[src/rtl/lod_pkg.sv]
// Shared definitions for the leading-one detector: behavioural reference,
// sentinel constant and parameter legality check.
package lod_pkg;

  localparam int LOD_MAX_WIDTH = 64;

  // Value reported when no bit is set: all ones at the given index width.
  function automatic logic [63:0] lod_sentinel(input int idx_w);
    return (64'd1 << idx_w) - 64'd1;
  endfunction

  // The sentinel must not collide with any legal bit position.
  function automatic bit lod_params_ok(input int width, input int idx_w);
    if (width < 2 || width > LOD_MAX_WIDTH) return 1'b0;
    if (idx_w < 1 || idx_w > 31) return 1'b0;
    return (64'd1 << idx_w) > 64'(width);
  endfunction

  // Behavioural reference: position of the highest set bit, or -1 for zero.
  function automatic int lod_ref(input logic [63:0] a, input int width);
    for (int j = width - 1; j >= 0; j--) begin
      if (a[j]) return j;
    end
    return -1;
  endfunction

endpackage

[src/rtl/lod_encoder.sv]
// Combinational priority encoder built as a balanced tree of valid/index
// merges; input is zero-padded up to the next power of two.
module lod_encoder
  import lod_pkg::*;
#(
  parameter int WIDTH = 9,
  parameter int IDX_W = 5
) (
  input  logic [WIDTH-1:0] a,
  output logic [IDX_W-1:0] index,
  output logic             zero
);

  localparam int LVL = $clog2(WIDTH);
  localparam int P   = 1 << LVL;
  localparam logic [IDX_W-1:0] SENTINEL = IDX_W'(lod_sentinel(IDX_W));

  logic [P-1:0] w_a_pad;
  assign w_a_pad = P'(a);

  for (genvar gi = 0; gi <= LVL; gi++) begin : g_lvl
    localparam int N = P >> gi;
    logic           w_v   [N];
    logic [LVL-1:0] w_idx [N];

    if (gi == 0) begin : g_leaf
      for (genvar gj = 0; gj < N; gj++) begin : g_node
        assign w_v[gj]   = w_a_pad[gj];
        assign w_idx[gj] = '0;
      end
    end else begin : g_merge
      // Upper child wins; its subtree position supplies the new index bit.
      for (genvar gj = 0; gj < N; gj++) begin : g_node
        localparam logic [LVL-1:0] HI_BIT = LVL'(1) << (gi - 1);
        assign w_v[gj]   = g_lvl[gi-1].w_v[2*gj+1] | g_lvl[gi-1].w_v[2*gj];
        assign w_idx[gj] = g_lvl[gi-1].w_v[2*gj+1]
                         ? (g_lvl[gi-1].w_idx[2*gj+1] | HI_BIT)
                         : g_lvl[gi-1].w_idx[2*gj];
      end
    end
  end

  assign zero  = ~g_lvl[LVL].w_v[0];
  assign index = zero ? SENTINEL : IDX_W'(g_lvl[LVL].w_idx[0]);

endmodule

[src/rtl/leading_one_detect.sv]
// Registered leading-one detector: tree encoder followed by a single
// output stage with a valid qualifier.
module leading_one_detect
  import lod_pkg::*;
#(
  parameter int WIDTH = 9,
  parameter int IDX_W = 5
) (
  input  logic             clk,
  input  logic             rst_n,
  input  logic             in_valid,
  input  logic [WIDTH-1:0] a,
  output logic             out_valid,
  output logic [IDX_W-1:0] index,
  output logic             zero
);

  localparam logic [IDX_W-1:0] SENTINEL = IDX_W'(lod_sentinel(IDX_W));

  if (!lod_params_ok(WIDTH, IDX_W)) begin : g_param_check
    $error("leading_one_detect: illegal WIDTH/IDX_W combination");
  end

  logic [IDX_W-1:0] w_index;
  logic             w_zero;

  lod_encoder #(
    .WIDTH (WIDTH),
    .IDX_W (IDX_W)
  ) u_encoder (
    .a     (a),
    .index (w_index),
    .zero  (w_zero)
  );

  logic             r_valid;
  logic [IDX_W-1:0] r_index;
  logic             r_zero;

  // Result fields only load on accepted words so they hold across gaps.
  always_ff @(posedge clk or negedge rst_n) begin
    if (!rst_n) begin
      r_valid <= 1'b0;
      r_index <= SENTINEL;
      r_zero  <= 1'b1;
    end else begin
      r_valid <= in_valid;
      if (in_valid) begin
        r_index <= w_index;
        r_zero  <= w_zero;
      end
    end
  end

  assign out_valid = r_valid;
  assign index     = r_index;
  assign zero      = r_zero;

endmodule

[config.mk]
export PLATFORM = sky130hd
export DESIGN_NAME = leading_one_detect
export DESIGN_NICKNAME = d
export VERILOG_FILES = /design/src/rtl/lod_pkg.sv /design/src/rtl/lod_encoder.sv /design/src/rtl/leading_one_detect.sv
export SDC_FILE = /design/constraint.sdc
export NUM_CORES = 1
export LEC_CHECK = 0
export ABC_AREA = 1
export CORE_AREA = 2 2 39 41
export DETAILED_ROUTE_END_ITERATION = 16
export DIE_AREA = 0 0 41 43
export PLACE_DENSITY = 0.55
export SYNTH_ARGS = -nofsm -noshare
export SYNTH_HDL_FRONTEND = slang
export SYNTH_SLANG_ARGS = --single-unit
[constraint.sdc]
create_clock -name clk -period 2.45 [get_ports clk]
set_input_delay 0.6125 -clock clk [delete_from_list [all_inputs] [get_ports clk]]
set_output_delay 0.6125 -clock clk [all_outputs]
set_load 0.01 [all_outputs]
==> results.py, run 1 <==
metrics = {
    "grt": {
        "grt_max_degree": 7,
        "grt_usage_pct": 11.4,
        "grt_antenna_before_repair": 0,
        "grt_pass1_wl_mm": 1.24,
        "grt-ovfl-total": 0,
        "grt_pass1_vias": 298,
    },
    "critical_path": {
        "worstSetupStartpointType": "flip-flop",
        "crit_type": "flip-flop to output pin",
        "cp_max_fo": 3,
        "r2r-start": "index[0]",
        "path_depth": 1,
        "endpoint": "zero",
        "cp.required_ps": 1840,
        "crit_slowest_cell": "dfstp_2",
        "reg2reg_slack_ps": 1650,
        "worstPathCellList": "clkdlybuf4s50_1",
        "worstPathArrival_ps": 1320,
        "critPathTopFamily": "flip-flops",
        "path_buf_inv": 1,
        "end_kind": "output pin",
        "startpoint": "zero",
        "rr_worst_depth": 4,
        "slowest_delay_ps": 530,
        "reg2reg_to": "index[0]",
    },
    "power_and_ir_drop": {
        "leakagePower_uw": 0.000248,
        "switching_power_uw": 69.5,
        "p_clk_share_pct": 37.0,
        "swShare_pct": 25.0,
        "internal_power_uw": 208,
        "vdd_drop_max_v": 0.000164,
        "p_seq_share_pct": 41.2,
        "power.total_uw": 278,
        "cellPowerDensity_nw_per_um2": 499,
        "combPwrFrac_pct": 21.7,
    },
    "timing": {
        "setup_tns_ps": 0,
        "worst_clock_skew_ps": 0,
        "finalMaxSlewViolations": 0,
        "rsz0062_at_grt": "false",
        "fmax_mhz": 519,
        "fin_crit_sh_pct": 78.7,
        "worst_pin_slew_ps": 275,
        "post-route-min-period_ps": 1930,
        "setup_viol": 0,
        "finalHoldViolCount": 0,
        "relSlewSlack_pct": 81.6,
    },
    "routing": {
        "vias": 322,
        "drc_errors": 0,
        "wl_um": 663,
        "via_per_inst": 4.08,
        "drt-initial-drc-count": 0,
        "ant_nets": 0,
        "first_pass_iters": 1,
        "wl_per_cell_um": 8.39,
    },
    "clocking": {
        "clock-sinks": 6,
        "cts.clk_slew.worst_paths_ps": 50,
        "cts_tree": "built",
        "cts_setup_buffers": 0,
        "post_cts_resized": 0,
        "cts_buffer_depth": 2,
        "h-tree-depth": 1,
        "hold_buffers": 0,
        "clk_latency_ps": 250,
        "root_buffer": "clkbuf_4",
        "cts_made_buffers": 3,
    },
    "synthesis": {
        "synth_cell_types": 14,
        "synth_area_leaders": "dfstp_2 (39%), nand2_1 (19%), nor2_4 (10%), dfrtp_1 (7.4%), inv_1 (3.3%)",
        "synth_seq_cells": 6,
        "synth_top_area_share_pct": 38.9,
        "synth_top_area_cell": "dfstp_2",
        "synth_warnings": 0,
        "ys_seq_area_share_pct": 46.3,
        "syn_nets": 54,
        "avgSynthCellArea_um2": 8.04,
        "syn-cell-area_um2": 338,
        "syn_inst": 42,
    },
    "hold_path": {
        "hold_class": "flip-flop to flip-flop",
        "worstHoldStart": "index[3]",
    },
    "floorplanning": {
        "initial_utilization_pct": 24.4,
        "die_area_um2": 1760,
        "die_w_um": 41,
        "coreArea_um2": 1380,
        "fp.dieH_um": 43,
        "std_cell_rows": 14,
        "ios": 19,
    },
    "placed_design": {
        "io_buffer_count": 18,
        "gp_congestion": 0.642,
        "place_inst": 75,
    },
    "cells_and_area": {
        "n_antenna_cell": 0,
        "num-nets-final": 76,
        "syn_to_final_growth_pct": 64.8,
        "final_core_util_pct": 40.2,
        "fin_cells": 79,
        "drive_gt1_share_pct": 22.2,
    },
    "status": {
        "status": "completed",
    },
    "run": {
        "cap_viol_max_count": 0,
    },
}
worst min-delay path by stage:
stage / to / slack, ps / cells after the start
floorplan: out_valid / 320 / 0
global placement: index[3] / 460 / 2
detailed placement: index[3] / 460 / 2
CTS: index[3] / 460 / 2
global route: index[1] / 480 / 2
finish: index[3] / 460 / 2
flip-flops by register name, summed over array words and instances, names as in the netlist:
| register | flops |
|---|---|
| zero | 1 |
| out_valid | 1 |
| index | 4 |
power groups by stage:
stage	logic [uW]	registers [uW]	clock network [uW]
after global routing	67.3	115	119
after global placement	61.4	115	0
after floorplan	18.0	120	0
after CTS	61.5	115	105
final	60.4	115	103
after detailed placement	61.1	116	0
through the flow:
stage | worst slack (ps) | instance area, um2 | hold WS (ps)
after floorplan | 1180 | 338 | 317
after global placement | 799 | 531 | 457
after detailed placement | 792 | 531 | 456
after CTS | 512 | 557 | 464
after global routing | 442 | 557 | 480
final | 522 | 557 | 461
synthesized netlist by cell type (all sizes together):
cell type / n
inv: 4
nand2: 18
a21oi: 2
dfstp: 5
o21bai: 1
nor2: 7
dfrtp: 1
o21ai: 3
buf: 1
placed cells by master, fill, tap and decap left out, drive strengths merged:
master,netlist,final
a21oi,2,2
clkbuf,0,4
clkdlybuf4s50,0,18
dfrtp,1,1
dfstp,5,5
inv,4,4
nand2,18,18
nor2,7,7
o21ai,3,3
o21bai,1,1
per-layer routing:
metal	up-vias	routed length (um)	global-route usage [%]
met4	0	19	10.0
met1	129	297	12.7
met3	2	80	6.81
met5	-	0	0
li1	172	-	-
met2	19	266	14.4
area by class of cell:
class / count / area [um2]
fill: 161 / 827
timing repair buffer: 18 / 180
multi-input combinational: 31 / 159
sequential: 6 / 156
clock buffer: 4 / 26.3
tap: 16 / 20.0
inverter: 4 / 15.0
kinds of logic after synthesis:
group	Yosys count	share of synthesized area [%]
simple gates	25	37.4
compound gates	6	9.63
flops	6	46.3
buf+inv	5	6.67
(Power assumes the default switching activity.)
==> run 2: changes to the inputs <==
- PLACE_DENSITY: 0.55 -> 0.57
- clock period: 2.45 -> 1.7 ns (I/O delays scaled with it)
==> results.py, run 2 (synthesis gave the netlist of run 1 again) <==
metrics = {
    "status": {
        "status": "completed",
    },
    "grt": {
        "grt_antenna_before_repair": 0,
        "grt_usage_pct": 10.5,
        "grt_max_degree": 7,
        "grt-ovfl-total": 0,
        "grt_pass1_wl_mm": 1.21,
        "grt_pass1_vias": 316,
    },
    "floorplanning": {
        "die_w_um": 41,
        "initial_utilization_pct": 24.4,
        "std_cell_rows": 14,
        "die_area_um2": 1760,
        "fp.dieH_um": 43,
        "coreArea_um2": 1380,
        "ios": 19,
    },
    "routing": {
        "first_pass_iters": 2,
        "ant_nets": 0,
        "via_per_inst": 4.11,
        "vias": 325,
        "drc_errors": 0,
        "drt-initial-drc-count": 1,
        "wl_per_cell_um": 8.18,
        "wl_um": 646,
    },
    "cells_and_area": {
        "fill_cells": 161,
        "multi_input_area_um2": 159,
        "fin_cells": 79,
        "final_common_cell": "nand2_1",
        "num-nets-final": 76,
        "drive_gt1_share_pct": 22.2,
        "final_cell_mix": "nand2_1 (17), clkdlybuf4s50_1 (12), dlygate4sd2_1 (6)",
        "syn_to_final_growth_pct": 62.6,
        "largest_reg_flops": 4,
        "n_antenna_cell": 0,
        "seq_area_um2": 156,
    },
    "critical_path": {
        "crit_slowest_cell": "clkdlybuf4s50_1",
        "slowest_delay_ps": 520,
        "reg2reg_slack_ps": 900,
        "cp_max_fo": 1,
        "r2r-start": "index[0]",
        "crit_type": "flip-flop to output pin",
        "end_kind": "output pin",
        "rr_worst_depth": 4,
        "critPathTopFamily": "buffers and inverters",
        "worstPathCellList": "clkdlybuf4s50_1",
        "path_buf_inv": 1,
        "worstPathArrival_ps": 1080,
        "startpoint": "out_valid",
        "reg2reg_to": "index[0]",
        "cp.required_ps": 1270,
        "worstSetupStartpointType": "flip-flop",
    },
    "clocking": {
        "clk_latency_ps": 250,
        "post_cts_resized": 6,
        "cts.clk_slew.worst_paths_ps": 50,
        "cts_made_buffers": 3,
        "cts_buffer_depth": 2,
        "cts_tree": "built",
        "hold_buffers": 0,
        "cts_setup_buffers": 0,
        "h-tree-depth": 1,
        "root_buffer": "clkbuf_4",
        "clock-sinks": 6,
    },
    "power_and_ir_drop": {
        "cellPowerDensity_nw_per_um2": 708,
        "vdd_drop_max_v": 0.000187,
        "leakagePower_uw": 0.000267,
    },
    "timing": {
        "fmax_mhz": 664,
        "setup_ws_ps": 194,
        "rsz0062_at_grt": "false",
        "worst_pin_slew_ps": 277,
        "post-route-min-period_ps": 1510,
        "worst_clock_skew_ps": 0,
        "hold_ws_ps": 416,
        "finalMaxSlewViolations": 0,
        "fin_crit_sh_pct": 88.6,
        "setup_tns_ps": 0,
        "finalHoldViolCount": 0,
        "setup_viol": 0,
        "relSlewSlack_pct": 81.5,
    },
    "placed_design": {
        "io_buffer_count": 18,
        "gp_congestion": 0.640,
        "place_inst": 75,
        "hpwl_um": 526,
        "pre_cts_ws_ps": 226,
    },
    "run": {
        "cap_viol_max_count": 0,
    },
    "hold_path": {
        "hold_class": "primary input to async pin",
    },
}
-- run 2: cell type report --
| type | instances | area share (%) |
|---|---|---|
| Timing Repair Buffer | 18 | 31.4 |
| Tap cell | 16 | 3.64 |
| Multi-Input combinational cell | 31 | 28.9 |
| Clock buffer | 4 | 4.78 |
| Inverter | 4 | 2.73 |
| Sequential cell | 6 | 28.5 |
-- run 2: worst max path at each step --
stage	cells after the start	to	slack (ps)
final	1	out_valid	190
after detailed placement	1	zero	230
after floorplan	1	index[4]	610
after global routing	1	out_valid	140
after global placement	6	index[0]	240
after CTS	1	out_valid	180
-- run 2: through the flow --
stage	util [%]	power, uW	instance area, um2
finish	39.7	389	549
floorplan	-	198	338
detailed placement	38.3	255	531
global route	39.7	416	549
global placement	38.3	254	531
CTS	39.7	398	549
-- run 2: power by group --
group          switching, uW  internal (uW)  total (uW)
sequential              4.06            160         164
combinational           36.6           44.3        80.9
clock                   54.7           89.1         144
-- run 2: routing by layer --
layer	routed length, um	global-route usage (%)	vias up	part of all wire [%]
li1	-	-	171	-
met1	271	13.5	133	42
met2	263	13.1	19	41
met3	94	3.14	2	15
met4	17	10.0	0	2.6
met5	0	0	-	0
